$ cat config.mk
export PLATFORM = sky130hd
export DESIGN_NAME = multicycle_controller_flat
export DESIGN_NICKNAME = d
export VERILOG_FILES = /design/src/rtl/ctrl_pkg.sv /design/src/rtl/multicycle_controller_if.sv /design/src/rtl/multicycle_controller_alu_decoder.sv /design/src/rtl/multicycle_controller.sv /design/src/flat_wrapper.sv
export SDC_FILE = /design/constraint.sdc
export NUM_CORES = 1
export LEC_CHECK = 0
export CORE_MARGIN = 1
export CORE_UTILIZATION = 62
export DETAILED_ROUTE_END_ITERATION = 10
export DONT_BUFFER_PORTS = 1
export PLACE_DENSITY = 0.85
export SETUP_SLACK_MARGIN = 0.05
export SYNTH_ARGS = -nofsm -noshare
export SYNTH_HDL_FRONTEND = slang
export SYNTH_SLANG_ARGS = --single-unit
$ cat constraint.sdc
create_clock -name clk -period 3.7 [get_ports clk]
set_input_delay 0.37 -clock clk [delete_from_list [all_inputs] [get_ports clk]]
set_output_delay 0.37 -clock clk [all_outputs]
set_load 0.01 [all_outputs]
$ cat src/rtl/ctrl_pkg.sv
// Shared constants for the multicycle RV32 controller: FSM states, opcodes,
// ALUControl codes, datapath mux encodings and the registered control word.
package ctrl_pkg;

  typedef enum logic [3:0] {
    FETCH    = 4'd0,
    DECODE   = 4'd1,
    MEMADR   = 4'd2,
    MEMREAD  = 4'd3,
    MEMWB    = 4'd4,
    MEMWRITE = 4'd5,
    EXECR    = 4'd6,
    EXECI    = 4'd7,
    ALUWB    = 4'd8,
    BRANCH   = 4'd9,
    JAL      = 4'd10,
    LUI      = 4'd11,
    BAD      = 4'd12
  } state_t;

  typedef enum logic [1:0] {
    CLS_OTHER = 2'd0,
    CLS_R     = 2'd1,
    CLS_I     = 2'd2,
    CLS_B     = 2'd3
  } alu_class_t;

  localparam logic [6:0] OP_LW  = 7'b0000011;
  localparam logic [6:0] OP_SW  = 7'b0100011;
  localparam logic [6:0] OP_R   = 7'b0110011;
  localparam logic [6:0] OP_I   = 7'b0010011;
  localparam logic [6:0] OP_BR  = 7'b1100011;
  localparam logic [6:0] OP_JAL = 7'b1101111;
  localparam logic [6:0] OP_LUI = 7'b0110111;

  localparam logic [3:0] ALU_ADD   = 4'd0;
  localparam logic [3:0] ALU_SLT   = 4'd2;
  localparam logic [3:0] ALU_SUB   = 4'd3;
  localparam logic [3:0] ALU_DIV   = 4'd4;
  localparam logic [3:0] ALU_REM   = 4'd6;
  localparam logic [3:0] ALU_AND   = 4'd7;
  localparam logic [3:0] ALU_PASSB = 4'd8;

  localparam logic [1:0] RES_ALUOUT    = 2'b00;
  localparam logic [1:0] RES_DATA      = 2'b01;
  localparam logic [1:0] RES_ALURESULT = 2'b10;

  localparam logic [1:0] SRCA_PC    = 2'b00;
  localparam logic [1:0] SRCA_OLDPC = 2'b01;
  localparam logic [1:0] SRCA_RS1   = 2'b10;

  localparam logic [1:0] SRCB_RS2  = 2'b00;
  localparam logic [1:0] SRCB_IMM  = 2'b01;
  localparam logic [1:0] SRCB_FOUR = 2'b10;

  localparam logic [2:0] IMM_I = 3'b000;
  localparam logic [2:0] IMM_S = 3'b001;
  localparam logic [2:0] IMM_B = 3'b010;
  localparam logic [2:0] IMM_J = 3'b011;
  localparam logic [2:0] IMM_U = 3'b100;

  // Moore part of the control word; fetch/branch are qualified by mem_ready/Zero outside the register.
  typedef struct packed {
    logic       pc_update;
    logic       adr_src;
    logic       mem_write;
    logic       fetch;
    logic [1:0] result_src;
    logic [1:0] alu_src_a;
    logic [1:0] alu_src_b;
    logic [3:0] alu_control;
    logic       reg_write;
    logic       branch;
    logic       illegal;
  } ctrl_out_t;

  function automatic logic [2:0] imm_src_of(input logic [6:0] opcode);
    case (opcode)
      OP_SW:   return IMM_S;
      OP_BR:   return IMM_B;
      OP_JAL:  return IMM_J;
      OP_LUI:  return IMM_U;
      default: return IMM_I;
    endcase
  endfunction

  function automatic alu_class_t alu_class_of(input logic [6:0] opcode);
    case (opcode)
      OP_R:    return CLS_R;
      OP_I:    return CLS_I;
      OP_BR:   return CLS_B;
      default: return CLS_OTHER;
    endcase
  endfunction

endpackage

$ cat src/rtl/multicycle_controller_if.sv
// Control/status bundle between the multicycle controller (master) and the
// datapath plus unified memory (slave).
interface multicycle_controller_if;
  logic [6:0] opcode;
  logic [2:0] funct3;
  logic [6:0] funct7;
  logic       Zero;
  logic       mem_ready;
  logic       PCWrite;
  logic       AdrSrc;
  logic       MemWrite;
  logic       IRWrite;
  logic [1:0] ResultSrc;
  logic [1:0] ALUSrcA;
  logic [1:0] ALUSrcB;
  logic [2:0] ImmSrc;
  logic [3:0] ALUControl;
  logic       RegWrite;
  logic       illegal;

  modport master (
    input  opcode, funct3, funct7, Zero, mem_ready,
    output PCWrite, AdrSrc, MemWrite, IRWrite, ResultSrc, ALUSrcA, ALUSrcB,
           ImmSrc, ALUControl, RegWrite, illegal
  );

  modport slave (
    output opcode, funct3, funct7, Zero, mem_ready,
    input  PCWrite, AdrSrc, MemWrite, IRWrite, ResultSrc, ALUSrcA, ALUSrcB,
           ImmSrc, ALUControl, RegWrite, illegal
  );
endinterface

$ cat src/rtl/multicycle_controller_alu_decoder.sv
// ALU operation decoder: maps instruction class and funct fields to ALUControl
// and flags funct combinations the core does not implement.
module alu_decoder
  import ctrl_pkg::*;
(
  input  alu_class_t  alu_class,
  input  logic [2:0]  funct3,
  input  logic [6:0]  funct7,
  output logic [3:0]  alu_control,
  output logic        illegal_funct
);

  // Decode ALU operation per instruction class.
  always_comb begin
    alu_control   = ALU_ADD;
    illegal_funct = 1'b0;
    case (alu_class)
      CLS_R: begin
        case ({funct7, funct3})
          {7'b0000000, 3'b000}: alu_control = ALU_ADD;
          {7'b0000000, 3'b010}: alu_control = ALU_SLT;
          {7'b0000000, 3'b111}: alu_control = ALU_AND;
          {7'b0100000, 3'b000}: alu_control = ALU_SUB;
          {7'b0000001, 3'b100}: alu_control = ALU_DIV;
          {7'b0000001, 3'b110}: alu_control = ALU_REM;
          default:              illegal_funct = 1'b1;
        endcase
      end
      CLS_I: begin
        case (funct3)
          3'b000:  alu_control = ALU_ADD;
          3'b010:  alu_control = ALU_SLT;
          3'b111:  alu_control = ALU_AND;
          default: illegal_funct = 1'b1;
        endcase
      end
      CLS_B: begin
        alu_control = ALU_SUB;
        if (funct3[2:1] != 2'b00) begin
          illegal_funct = 1'b1;
        end else begin
          illegal_funct = 1'b0;
        end
      end
      default: begin
        alu_control   = ALU_ADD;
        illegal_funct = 1'b0;
      end
    endcase
  end

endmodule

$ cat src/rtl/multicycle_controller.sv
// Multicycle RV32 control FSM (fetch/decode/execute/writeback with mem_ready waits).
// Build option ILLEGAL_TRAP_EN: illegal instructions lock the core in BAD until reset.
module multicycle_controller
  import ctrl_pkg::*;
(
  input  logic                   clk,
  input  logic                   reset,
  multicycle_controller_if.master bus
);

  alu_class_t alu_class_s;
  logic [3:0] alu_control_s;
  logic       illegal_funct_s;
  logic       run_s;
  state_t     state_r;
  ctrl_out_t  out_r;

  assign alu_class_s = alu_class_of(bus.opcode);

  alu_decoder u_alu_decoder (
    .alu_class     (alu_class_s),
    .funct3        (bus.funct3),
    .funct7        (bus.funct7),
    .alu_control   (alu_control_s),
    .illegal_funct (illegal_funct_s)
  );

  function automatic state_t next_state(input state_t s, input logic [6:0] op,
                                        input logic mem_ready, input logic bad_funct);
    case (s)
      FETCH:    return mem_ready ? DECODE : FETCH;
      DECODE: begin
        case (op)
          OP_LW, OP_SW: return MEMADR;
          OP_R:         return EXECR;
          OP_I:         return EXECI;
          OP_BR:        return BRANCH;
          OP_JAL:       return JAL;
          OP_LUI:       return LUI;
          default:      return BAD;
        endcase
      end
      MEMADR:   return (op == OP_LW) ? MEMREAD : MEMWRITE;
      MEMREAD:  return mem_ready ? MEMWB : MEMREAD;
      MEMWB:    return FETCH;
      MEMWRITE: return mem_ready ? FETCH : MEMWRITE;
      EXECR:    return bad_funct ? BAD : ALUWB;
      EXECI:    return bad_funct ? BAD : ALUWB;
      ALUWB:    return FETCH;
      BRANCH:   return bad_funct ? BAD : FETCH;
      JAL:      return ALUWB;
      LUI:      return ALUWB;
`ifdef ILLEGAL_TRAP_EN
      BAD:      return BAD;
`else
      BAD:      return FETCH;
`endif
      default:  return FETCH;
    endcase
  endfunction

  // funct fields come from the latched IR, so the decode made one state early still holds.
  function automatic ctrl_out_t outputs_for(input state_t s, input logic [3:0] alu_code,
                                            input logic funct_ok);
    ctrl_out_t o;
    o = '0;
    case (s)
      FETCH: begin
        o.fetch = 1'b1;  o.alu_src_a = SRCA_PC;  o.alu_src_b = SRCB_FOUR;
        o.alu_control = ALU_ADD;  o.result_src = RES_ALURESULT;
      end
      DECODE:   begin o.alu_src_a = SRCA_OLDPC; o.alu_src_b = SRCB_IMM; end
      MEMADR:   begin o.alu_src_a = SRCA_RS1;   o.alu_src_b = SRCB_IMM; end
      MEMREAD:  o.adr_src = 1'b1;
      MEMWB:    begin o.result_src = RES_DATA; o.reg_write = 1'b1; end
      MEMWRITE: begin o.adr_src = 1'b1; o.mem_write = 1'b1; end
      EXECR: begin
        o.alu_src_a = SRCA_RS1;  o.alu_src_b = SRCB_RS2;  o.alu_control = alu_code;
      end
      EXECI: begin
        o.alu_src_a = SRCA_RS1;  o.alu_src_b = SRCB_IMM;  o.alu_control = alu_code;
      end
      ALUWB:    begin o.result_src = RES_ALUOUT; o.reg_write = 1'b1; end
      BRANCH: begin
        o.alu_src_a = SRCA_RS1;  o.alu_src_b = SRCB_RS2;  o.alu_control = ALU_SUB;
        o.result_src = RES_ALUOUT;  o.branch = funct_ok;
      end
      JAL: begin
        o.alu_src_a = SRCA_OLDPC;  o.alu_src_b = SRCB_FOUR;  o.alu_control = ALU_ADD;
        o.result_src = RES_ALUOUT;  o.pc_update = 1'b1;
      end
      LUI:      begin o.alu_src_b = SRCB_IMM; o.alu_control = ALU_PASSB; end
      BAD:      o.illegal = 1'b1;
      default:  o = '0;
    endcase
    return o;
  endfunction

  // State register and registered control word for the state being entered.
  always_ff @(posedge clk) begin
    if (reset) begin
      state_r <= FETCH;
      out_r   <= outputs_for(FETCH, ALU_ADD, 1'b1);
    end else begin
      state_r <= next_state(state_r, bus.opcode, bus.mem_ready, illegal_funct_s);
      out_r   <= outputs_for(next_state(state_r, bus.opcode, bus.mem_ready, illegal_funct_s),
                             alu_control_s, ~illegal_funct_s);
    end
  end

  // Reset masks every output in the same cycle, so a pending store or writeback is dropped.
  assign run_s = ~reset;

  assign bus.PCWrite    = run_s & ((out_r.fetch & bus.mem_ready) | out_r.pc_update |
                                   (out_r.branch & (bus.Zero ^ bus.funct3[0])));
  assign bus.IRWrite    = run_s & out_r.fetch & bus.mem_ready;
  assign bus.AdrSrc     = run_s & out_r.adr_src;
  assign bus.MemWrite   = run_s & out_r.mem_write;
  assign bus.RegWrite   = run_s & out_r.reg_write;
  assign bus.illegal    = run_s & out_r.illegal;
  assign bus.ResultSrc  = {2{run_s}} & out_r.result_src;
  assign bus.ALUSrcA    = {2{run_s}} & out_r.alu_src_a;
  assign bus.ALUSrcB    = {2{run_s}} & out_r.alu_src_b;
  assign bus.ALUControl = {4{run_s}} & out_r.alu_control;
  assign bus.ImmSrc     = {3{run_s}} & imm_src_of(bus.opcode);

endmodule

$ cat src/flat_wrapper.sv
// flat-port wrapper written by rule: the top's interface ports become plain ports
module multicycle_controller_flat import ctrl_pkg::*;
  (clk, reset, bus_opcode, bus_funct3, bus_funct7, bus_Zero, bus_mem_ready, bus_PCWrite, bus_AdrSrc, bus_MemWrite, bus_IRWrite, bus_ResultSrc, bus_ALUSrcA, bus_ALUSrcB, bus_ImmSrc, bus_ALUControl, bus_RegWrite, bus_illegal);
  multicycle_controller_if bus_i ();
  input  logic clk;
  input  logic reset;
  input wire logic [$bits(bus_i.opcode)-1:0] bus_opcode;
  input wire logic [$bits(bus_i.funct3)-1:0] bus_funct3;
  input wire logic [$bits(bus_i.funct7)-1:0] bus_funct7;
  input wire logic [$bits(bus_i.Zero)-1:0] bus_Zero;
  input wire logic [$bits(bus_i.mem_ready)-1:0] bus_mem_ready;
  output wire logic [$bits(bus_i.PCWrite)-1:0] bus_PCWrite;
  output wire logic [$bits(bus_i.AdrSrc)-1:0] bus_AdrSrc;
  output wire logic [$bits(bus_i.MemWrite)-1:0] bus_MemWrite;
  output wire logic [$bits(bus_i.IRWrite)-1:0] bus_IRWrite;
  output wire logic [$bits(bus_i.ResultSrc)-1:0] bus_ResultSrc;
  output wire logic [$bits(bus_i.ALUSrcA)-1:0] bus_ALUSrcA;
  output wire logic [$bits(bus_i.ALUSrcB)-1:0] bus_ALUSrcB;
  output wire logic [$bits(bus_i.ImmSrc)-1:0] bus_ImmSrc;
  output wire logic [$bits(bus_i.ALUControl)-1:0] bus_ALUControl;
  output wire logic [$bits(bus_i.RegWrite)-1:0] bus_RegWrite;
  output wire logic [$bits(bus_i.illegal)-1:0] bus_illegal;
  assign bus_i.opcode = bus_opcode;
  assign bus_i.funct3 = bus_funct3;
  assign bus_i.funct7 = bus_funct7;
  assign bus_i.Zero = bus_Zero;
  assign bus_i.mem_ready = bus_mem_ready;
  assign bus_PCWrite = bus_i.PCWrite;
  assign bus_AdrSrc = bus_i.AdrSrc;
  assign bus_MemWrite = bus_i.MemWrite;
  assign bus_IRWrite = bus_i.IRWrite;
  assign bus_ResultSrc = bus_i.ResultSrc;
  assign bus_ALUSrcA = bus_i.ALUSrcA;
  assign bus_ALUSrcB = bus_i.ALUSrcB;
  assign bus_ImmSrc = bus_i.ImmSrc;
  assign bus_ALUControl = bus_i.ALUControl;
  assign bus_RegWrite = bus_i.RegWrite;
  assign bus_illegal = bus_i.illegal;
  multicycle_controller u_core (.clk(clk), .reset(reset), .bus(bus_i));
endmodule
======== Word level (Yosys, flattened, before mapping) ========
Index checks and enable logic that the tools add are counted.
operators by class
  eq/ne operators ......................... 38
  muxes and demuxes ....................... 28
  bitwise operators ....................... 20
  reduce and logical (&&, ||, !) cells .... 18
operator list
  cell                                                                     count
  4-bit equality test (second input constant)                              8
  4-bit case mux with 8 select lines                                       1
  4-bit by 3-bit equality test with 1-bit output (second input constant)   7
  4-bit case mux with 3 select lines                                       2
  4-bit case mux with 6 select lines                                       1
  7-bit by 6-bit equality test with 1-bit output (second input constant)   3
  10-bit by 4-bit equality test with 1-bit output (second input constant)  2
  2-bit OR reduction                                                       9
  4-bit by 2-bit equality test with 1-bit output (second input constant)   4
  3-bit case mux with 5 select lines                                       1
  7-bit equality test (second input constant)                              2
  3-bit 2-to-1 mux                                                         4
  2-bit case mux with 2 select lines                                       3
  3-bit case mux with 4 select lines                                       1
  10-bit by 2-bit equality test with 1-bit output (second input constant)  1
  10-bit by 3-bit equality test with 1-bit output (second input constant)  1
  10-bit by 9-bit equality test with 1-bit output (second input constant)  1
  10-bit zero test                                                         1
  1-bit 2-to-1 mux                                                         10
  1-bit bitwise AND                                                        9
  4-bit by 1-bit equality test with 1-bit output (second input constant)   2
  4-bit zero test                                                          2
  4-bit 2-to-1 mux                                                         2
  4-bit OR reduction                                                       2
  other kinds (19)                                                         25
word-level totals
  flip-flop bits (word level) ............. 21
  bits of input ports ..................... 21

======== Longest topological paths before layout ========
Gate-level depths: netlist of run 1.
  word-level depth ........................ 10
  gate-level depth with buffers ........... 9

======== By module ========
From an unflattened synthesis of run 1, not the netlist that was laid out.
unflattened totals
  cell total of the unflattened synthesis .. 177
  area total of the unflattened synthesis .. 1397.6 µm²
by module, submodules not included
  module                 times used  cells an instance  area each (µm²)  seq. area each (µm²)
  multicycle_controller  1           145                1198.6           400.4
  alu_decoder            1           32                 198.9            0.0

======== Worst setup path before layout of run 1 ========
Ideal clock, no wire load.
  path kind ............................... input -> register
  start point ............................. in bus_funct7[1]
  end point ............................... reg u_core.out_r[3] (netlist bit)
  library setup time ...................... 0.104 ns
  arrival time ............................ 2.666 ns
  required time ........................... 3.596 ns
  slack ................................... 0.930 ns
  stages .................................. 7
  cells stage by stage .................... or4_1 -> or3_1 -> nor3_2 -> o21ai_1 -> a211o_1 -> or4_1 -> a2111oi_2
on the way
  longest elaborated chain between the ends .. 10
ends and longest elaborated chain
  element                                                                        line                                                                                   RTL
  start: declaration                                                             flat_wrapper.sv:9                                                                      input wire logic [$bits(bus_i.funct7)-1:0] bus_funct7;
  10-bit by 4-bit equality test with 1-bit output, or another cell as far along  multicycle_controller_alu_decoder.sv:19                                                case ({funct7, funct3})
  6-bit OR reduction (no source line)                                            n/a
  1-bit 2-to-1 mux                                                               multicycle_controller_alu_decoder.sv:19
  1-bit case mux with 3 select lines                                             multicycle_controller_alu_decoder.sv:17                                                case (alu_class)
  4-bit 2-to-1 mux / 3-bit 2-to-1 mux (equally long branches)                    multicycle_controller.sv:50, multicycle_controller.sv:47, multicycle_controller.sv:48
  4-bit case mux with 8 select lines                                             multicycle_controller.sv:30                                                            case (s)
  4-bit 2-to-1 mux                                                               multicycle_controller.sv:101                                                           if (reset) begin
  4-bit by 3-bit equality test with 1-bit output                                 multicycle_controller.sv:67                                                            case (s)
  2-bit OR reduction (no source line)                                            n/a
  4-bit case mux with 3 select lines (*)                                         multicycle_controller.sv:67
  end signal: assignment                                                         multicycle_controller.sv:103                                                           out_r <= outputs_for(FETCH, ALU_ADD, 1'b1);
  end signal: assignment                                                         multicycle_controller.sv:106                                                           out_r <= outputs_for(next_state(state_r, bus.opcode, bus.mem_ready, illegal_funct_s),
  end: declaration                                                               multicycle_controller.sv:16                                                            ctrl_out_t out_r;
Every way passes the cells marked *; elsewhere a longest branch is shown, timed or not. The select of a mux whose other input is x is not followed.
A chain may end at the register's enable or synchronous reset.

======== Worst setup path after layout of run 1 ========
Same ends and word-level chain as after synthesis.

==> impl_metrics.json, run 1 <==
{
  "status": "finished clean",
  "portBuffers": 0,
  "finClkSkew_ps": 9.09,
  "path_class": "in2reg",
  "rsz0062_at_grt": "no",
  "n_fill_cell": 199,
  "synth.net_count": 224,
  "worstPathArrival_ps": 3020,
  "required_ps": 3910,
  "maxSlewHeadroom": 0.518,
  "grt_max_degree": 27,
  "die_area_mm2": 0.00258,
  "drv_cap": 0,
  "setup_viol": 0,
  "drive_above_1_share": 0.0365,
  "register_area_um2": 420,
  "finalCritPeriodShare": 0.759,
  "vdd_ir_drop_max_mv": 0.394,
  "drc_errors": 0,
  "final_core_util": 0.665,
  "r2r_end": "u_core.out_r[3]",
  "p_leak_uw": 0.000531,
  "grt_pass1_wl_mm": 5.44,
  "wl_per_cell_um": 15.3,
  "cts_tree": "built",
  "start_kind": "primary input",
  "power_uw": 432,
  "htreeDepth": 1,
  "antenna_found_initial": 0,
  "cp_max_fo": 13,
  "finalHoldViolations": 0,
  "post_drt_via_cell_ratio": 6.54,
  "syn_to_final_growth_pct": 0.423,
  "pin_count": 40,
  "start_util": 0.662,
  "max_freq_mhz": 356,
  "synth_edf_count": 0,
  "num_vias": 1439,
  "synth_cells": 203,
  "timing.reg2reg.setup_slack_ps": 1110,
  "cts_hold_buf": 0,
  "holdPathEnd": "u_core.out_r[3]",
  "path_clk_slew_ps": 110,
  "end_kind": "flop",
  "synth_ff_type": "dfxtp_1",
  "p_per_area_mw_per_mm2": 291,
  "clkSinkCount": 21,
  "diodes": 0,
  "globalRouteTotalUtil": 0.276,
  "slew_viol_final": 0,
  "finalHoldWorstSlack_ps": 124,
  "r2r_start": "u_core.state_r[2]",
  "cts_made_buffers": 3,
  "fin_area_mm2": 0.00149,
  "rows": 17,
  "synthArstFlopShare": 0,
  "syn_area_mm2": 0.00148,
  "overflow": 0,
  "hold-path-cell-count": 1,
  "gp_congestion": 0.826,
  "cts_resized": 0,
  "post-cts-setup-buffers": 0,
  "layout.nets": 214,
  "min_period_ps": 2810,
  "place_area_mm2": 0.00146,
  "drtPass1Iterations": 4,
  "grt_pass1_vias": 1240,
  "die_width_um": 50.8,
  "syn-mean-instance-area_um2": 7.29,
  "worstHoldStart": "reset",
  "yosysUniqueCellTypes": 49,
  "holdCritPathClass": "in2reg",
  "root_buffer": "clkbuf_4",
  "cts_buffer_depth": 2,
  "core_area_mm2": 0.00223,
  "reg2reg_depth": 7,
  "route.antenna.remaining_nets": 0,
  "multi_input_area_um2": 976,
  "hpwl_mm": 2.46,
  "tightest_slew_ps": 723,
  "wirelength_mm": 3.36,
  "dr.first_iter.drc_count": 55,
  "ys_seq_area_frac": 0.284,
  "clk_latency_ps": 310,
  "yosys_warnings": 0,
  "tns_ps": 0,
  "die_h_um": 50.8,
  "ys_ff_latch": 21
}
==> layer usage <==
layer | vias to the layer above | GRT usage | wire length, um
met2 | 60 | 0.469 | 1650
met1 | 666 | 0.345 | 1450
li1 | 709 | - | -
met3 | 4 | 0.0625 | 234
met5 | - | 0 | 0
met4 | 0 | 0.0880 | 25
==> through the flow <==
stage | setup WS [ps] | cells
floorplan | 930 | 203
global placement | 728 | 216
detailed placement | 584 | 216
CTS | 913 | 220
global route | 757 | 220
finish | 892 | 220
==> kinds of logic after synthesis <==
family,after synthesis,synth area share
flops,21,0.284
simple gates,106,0.410
xor+xnor,5,0.0296
buf+inv,22,0.0558
compound gates,49,0.220
==> cell usage after synthesis (2+ instances only) <==
cell      number  area share
nand4b_1       2       0.012
dfxtp_1       21        0.28
nor4_1         4       0.017
or4b_1         2       0.014
a311o_1        2       0.014
nor2_1        23       0.058
o211ai_1       5       0.025
o21ai_0        6       0.020
or3_1          2      0.0085
nand3_1        3       0.010
nor3b_1        2       0.010
nand2b_1       9       0.038
or4_1          2       0.010
a21oi_1       12       0.041
a22oi_1        2       0.010
nand2_1       13       0.033
and3b_1        2       0.012
nor3_1         8       0.027
a31oi_1        5       0.021
clkbuf_1      14       0.036
and3_1         5       0.021
inv_1          7       0.018
nor2b_1       15       0.063
o31ai_1        2       0.010
o21a_1         2       0.010
nand3b_1       3       0.015
xor2_1         4       0.024
nor4b_1        2       0.012
o21ai_1        4       0.014
==> cell usage in the layout (no fill, tap or decap), drive strengths merged, types with 3 or more instances in the layout <==
| master | Yosys | routed |
|---|---|---|
| xor2 | 4 | 4 |
| nor2b | 15 | 15 |
| inv | 7 | 7 |
| a21oi | 12 | 12 |
| dfxtp | 21 | 21 |
| or2 | 3 | 3 |
| and3 | 5 | 5 |
| o21ai | 10 | 10 |
| nand2 | 13 | 13 |
| o211ai | 5 | 5 |
| clkbuf | 14 | 3 |
| nor4 | 4 | 4 |
| nand2b | 9 | 9 |
| nand3 | 3 | 3 |
| nor3 | 9 | 9 |
| nand3b | 3 | 3 |
| nor2 | 23 | 23 |
| a31oi | 5 | 5 |
==> how the worst max path moves through the flow <==
stage                        from               to  slack (ps)  cells after the start
detailed placement  bus_funct7[1]  u_core.out_r[3]         580                      7
global placement    bus_funct7[1]  u_core.out_r[3]         730                      7
finish              bus_funct7[1]  u_core.out_r[3]         890                      7
floorplan           bus_funct7[1]  u_core.out_r[3]         930                      7
global route        bus_funct7[1]  u_core.out_r[3]         760                      7
CTS                 bus_funct7[1]  u_core.out_r[3]         910                      7
==> cell type report <==
cell class | count | area share
tap | 28 | 0.0236
multi-input combinational | 160 | 0.657
clock inverter | 1 | 0.00337
sequential | 21 | 0.283
clock buffer | 3 | 0.0152
inverter | 7 | 0.0177
==> state kept, by name, indices dropped and copies added (netlist names) <==
name / cells
u_core.out_r: 17
u_core.state_r: 4
==> report_power, final <==
| part | internal (uW) | total [uW] | switching, uW | leakage [uW] |
|---|---|---|---|---|
| logic | 33.7 | 80.1 | 46.5 | 0.000342 |
| clock network | 40.4 | 107 | 66.3 | 0.0000177 |
| registers | 237 | 245 | 7.75 | 0.000171 |
| total | 311 | 432 | 121 | 0.000531 |
==> worst max-delay path, stage by stage <==
cell and delay, ps:
or4_1 560, or3_1 370, o211ai_1 210, o21ai_1 130, a211o_1 430, or4_1 590
a2111oi_2 350
No activity file was read; power rests on OpenSTA's default activity.
==> run 2: changes to the inputs <==
==> constraint.sdc (replaced) <==
create_clock -name clk -period 2.77 [get_ports clk]
set_input_delay 0.277 -clock clk [delete_from_list [all_inputs] [get_ports clk]]
set_output_delay 0.277 -clock clk [all_outputs]
set_load 0.01 [all_outputs]
==> impl_metrics.json, run 2 (same netlist as run 1, synthesis figures left out) <==
{
  "power_uw": 584,
  "start_util": 0.662,
  "finalHoldViolations": 0,
  "dr.first_iter.drc_count": 74,
  "diodes": 0,
  "drc_errors": 0,
  "place_ws_ps": 4.29,
  "maxSlewHeadroom": 0.603,
  "setup_ws_ps": 291,
  "holdCritPathClass": "in2reg",
  "finClkSkew_ps": 3.73,
  "path_clk_slew_ps": 110,
  "die_h_um": 50.8,
  "clkSinkCount": 21,
  "antenna_found_initial": 0,
  "max_freq_mhz": 403,
  "grt_max_degree": 27,
  "htreeDepth": 1,
  "vdd_ir_drop_max_mv": 0.390,
  "overflow": 0,
  "slew_viol_final": 0,
  "finalCritPeriodShare": 0.895,
  "cts_buffer_depth": 2,
  "rsz0062_at_grt": "no",
  "die_area_mm2": 0.00258,
  "grt_pass1_vias": 1265,
  "syn_to_final_growth_pct": 2.37,
  "place_area_mm2": 0.00149,
  "drv_cap": 0,
  "die_width_um": 50.8,
  "clk_latency_ps": 300,
  "start_kind": "flop",
  "num_vias": 1495,
  "min_period_ps": 2480,
  "pin_count": 40,
  "root_buffer": "clkbuf_4",
  "reg_top3": "u_core.out_r x17, u_core.state_r x4",
  "regMostFlops": "u_core.out_r",
  "fin_area_mm2": 0.00151,
  "post-cts-setup-buffers": 0,
  "rows": 17,
  "final_cell_mix": "nor2_1 (23), dfxtp_1 (21), nor2b_1 (15), nand2_1 (13), a21oi_1 (12)",
  "post_drt_via_cell_ratio": 6.67,
  "p_leak_uw": 0.000548,
  "cts_hold_buf": 0,
  "setup_viol": 0,
  "wirelength_mm": 3.54,
  "cts_tree": "built",
  "required_ps": 2980,
  "worstPathArrival_ps": 2690,
  "final_cells": 224,
  "cts_resized": 0,
  "gp_congestion": 0.863,
  "layout.nets": 218,
  "cts_made_buffers": 3,
  "p_per_area_mw_per_mm2": 386,
  "portBuffers": 0,
  "path_class": "reg2reg",
  "grt_pass1_wl_mm": 5.46,
  "final_common_cell": "nor2_1",
  "status": "finished clean",
  "cp_max_fo": 11,
  "hpwl_mm": 2.55,
  "drive_above_1_share": 0.0510,
  "placed_cells": 220,
  "largest_reg_flops": 17,
  "end_kind": "flop",
  "tightest_slew_ps": 588,
  "tns_ps": 0,
  "wl_per_cell_um": 15.8,
  "drtPass1Iterations": 5,
  "globalRouteTotalUtil": 0.281,
  "route.antenna.remaining_nets": 0,
  "core_area_mm2": 0.00223
}
-- run 2: changes by cell type in the layout (fill, tap and decap cells not counted) --
cell      delta
clkinv_2     -1
buf_4        +4
clkbuf_1     +1
-- run 2: cell type report --
cell class	instances	area, um2
multi-input combinational	160	976
fill	195	719
sequential	21	420
tap	28	35.0
timing repair buffer	4	30.0
clock buffer	4	26.3
inverter	7	26.3
-- run 2: worst max-delay path: stages (launching register included) --
cell	delay [ps]
dfxtp_1	560
nand2b_1	160
nor3_1	390
nand2_1	140
o211ai_1	130
a21oi_1	60
buf_4	170
or4_1	420
a2111oi_2	360
-- run 2: path summary, 6_finish.rpt --
path	start	end	slack, ps	cells past startpoint
max	u_core.state_r[0]	u_core.out_r[3]	290	8
min	reset	u_core.state_r[3]	30	1
max reg2reg	u_core.state_r[0]	u_core.out_r[3]	290	8
min reg2reg	u_core.state_r[3]	u_core.out_r[10]	740	3
-- run 2: per-layer routing --
metal,vias up,part of all wire,wire [um],track usage
met5,-,0,0,0
met4,0,0.024,84,0.139
met3,8,0.068,242,0.0417
met2,74,0.49,1730,0.460
met1,686,0.42,1490,0.359
li1,727,-,-,-
-- run 2: through the flow --
step	utilization	hold slack, ps
3_5_place_dp	0.666	354
5_1_grt	0.678	20.7
4_1_cts	0.678	23.2
3_3_place_gp	0.666	352
6_report	0.678	28.5
2_1_floorplan	-	591
-- run 2: power breakdown --
part | leakage (uW) | switching [uW] | internal [uW]
Combinational | 0.000362 | 63.7 | 48.8
Sequential | 0.000171 | 10.7 | 317
Clock | 0.0000150 | 88.4 | 56.2
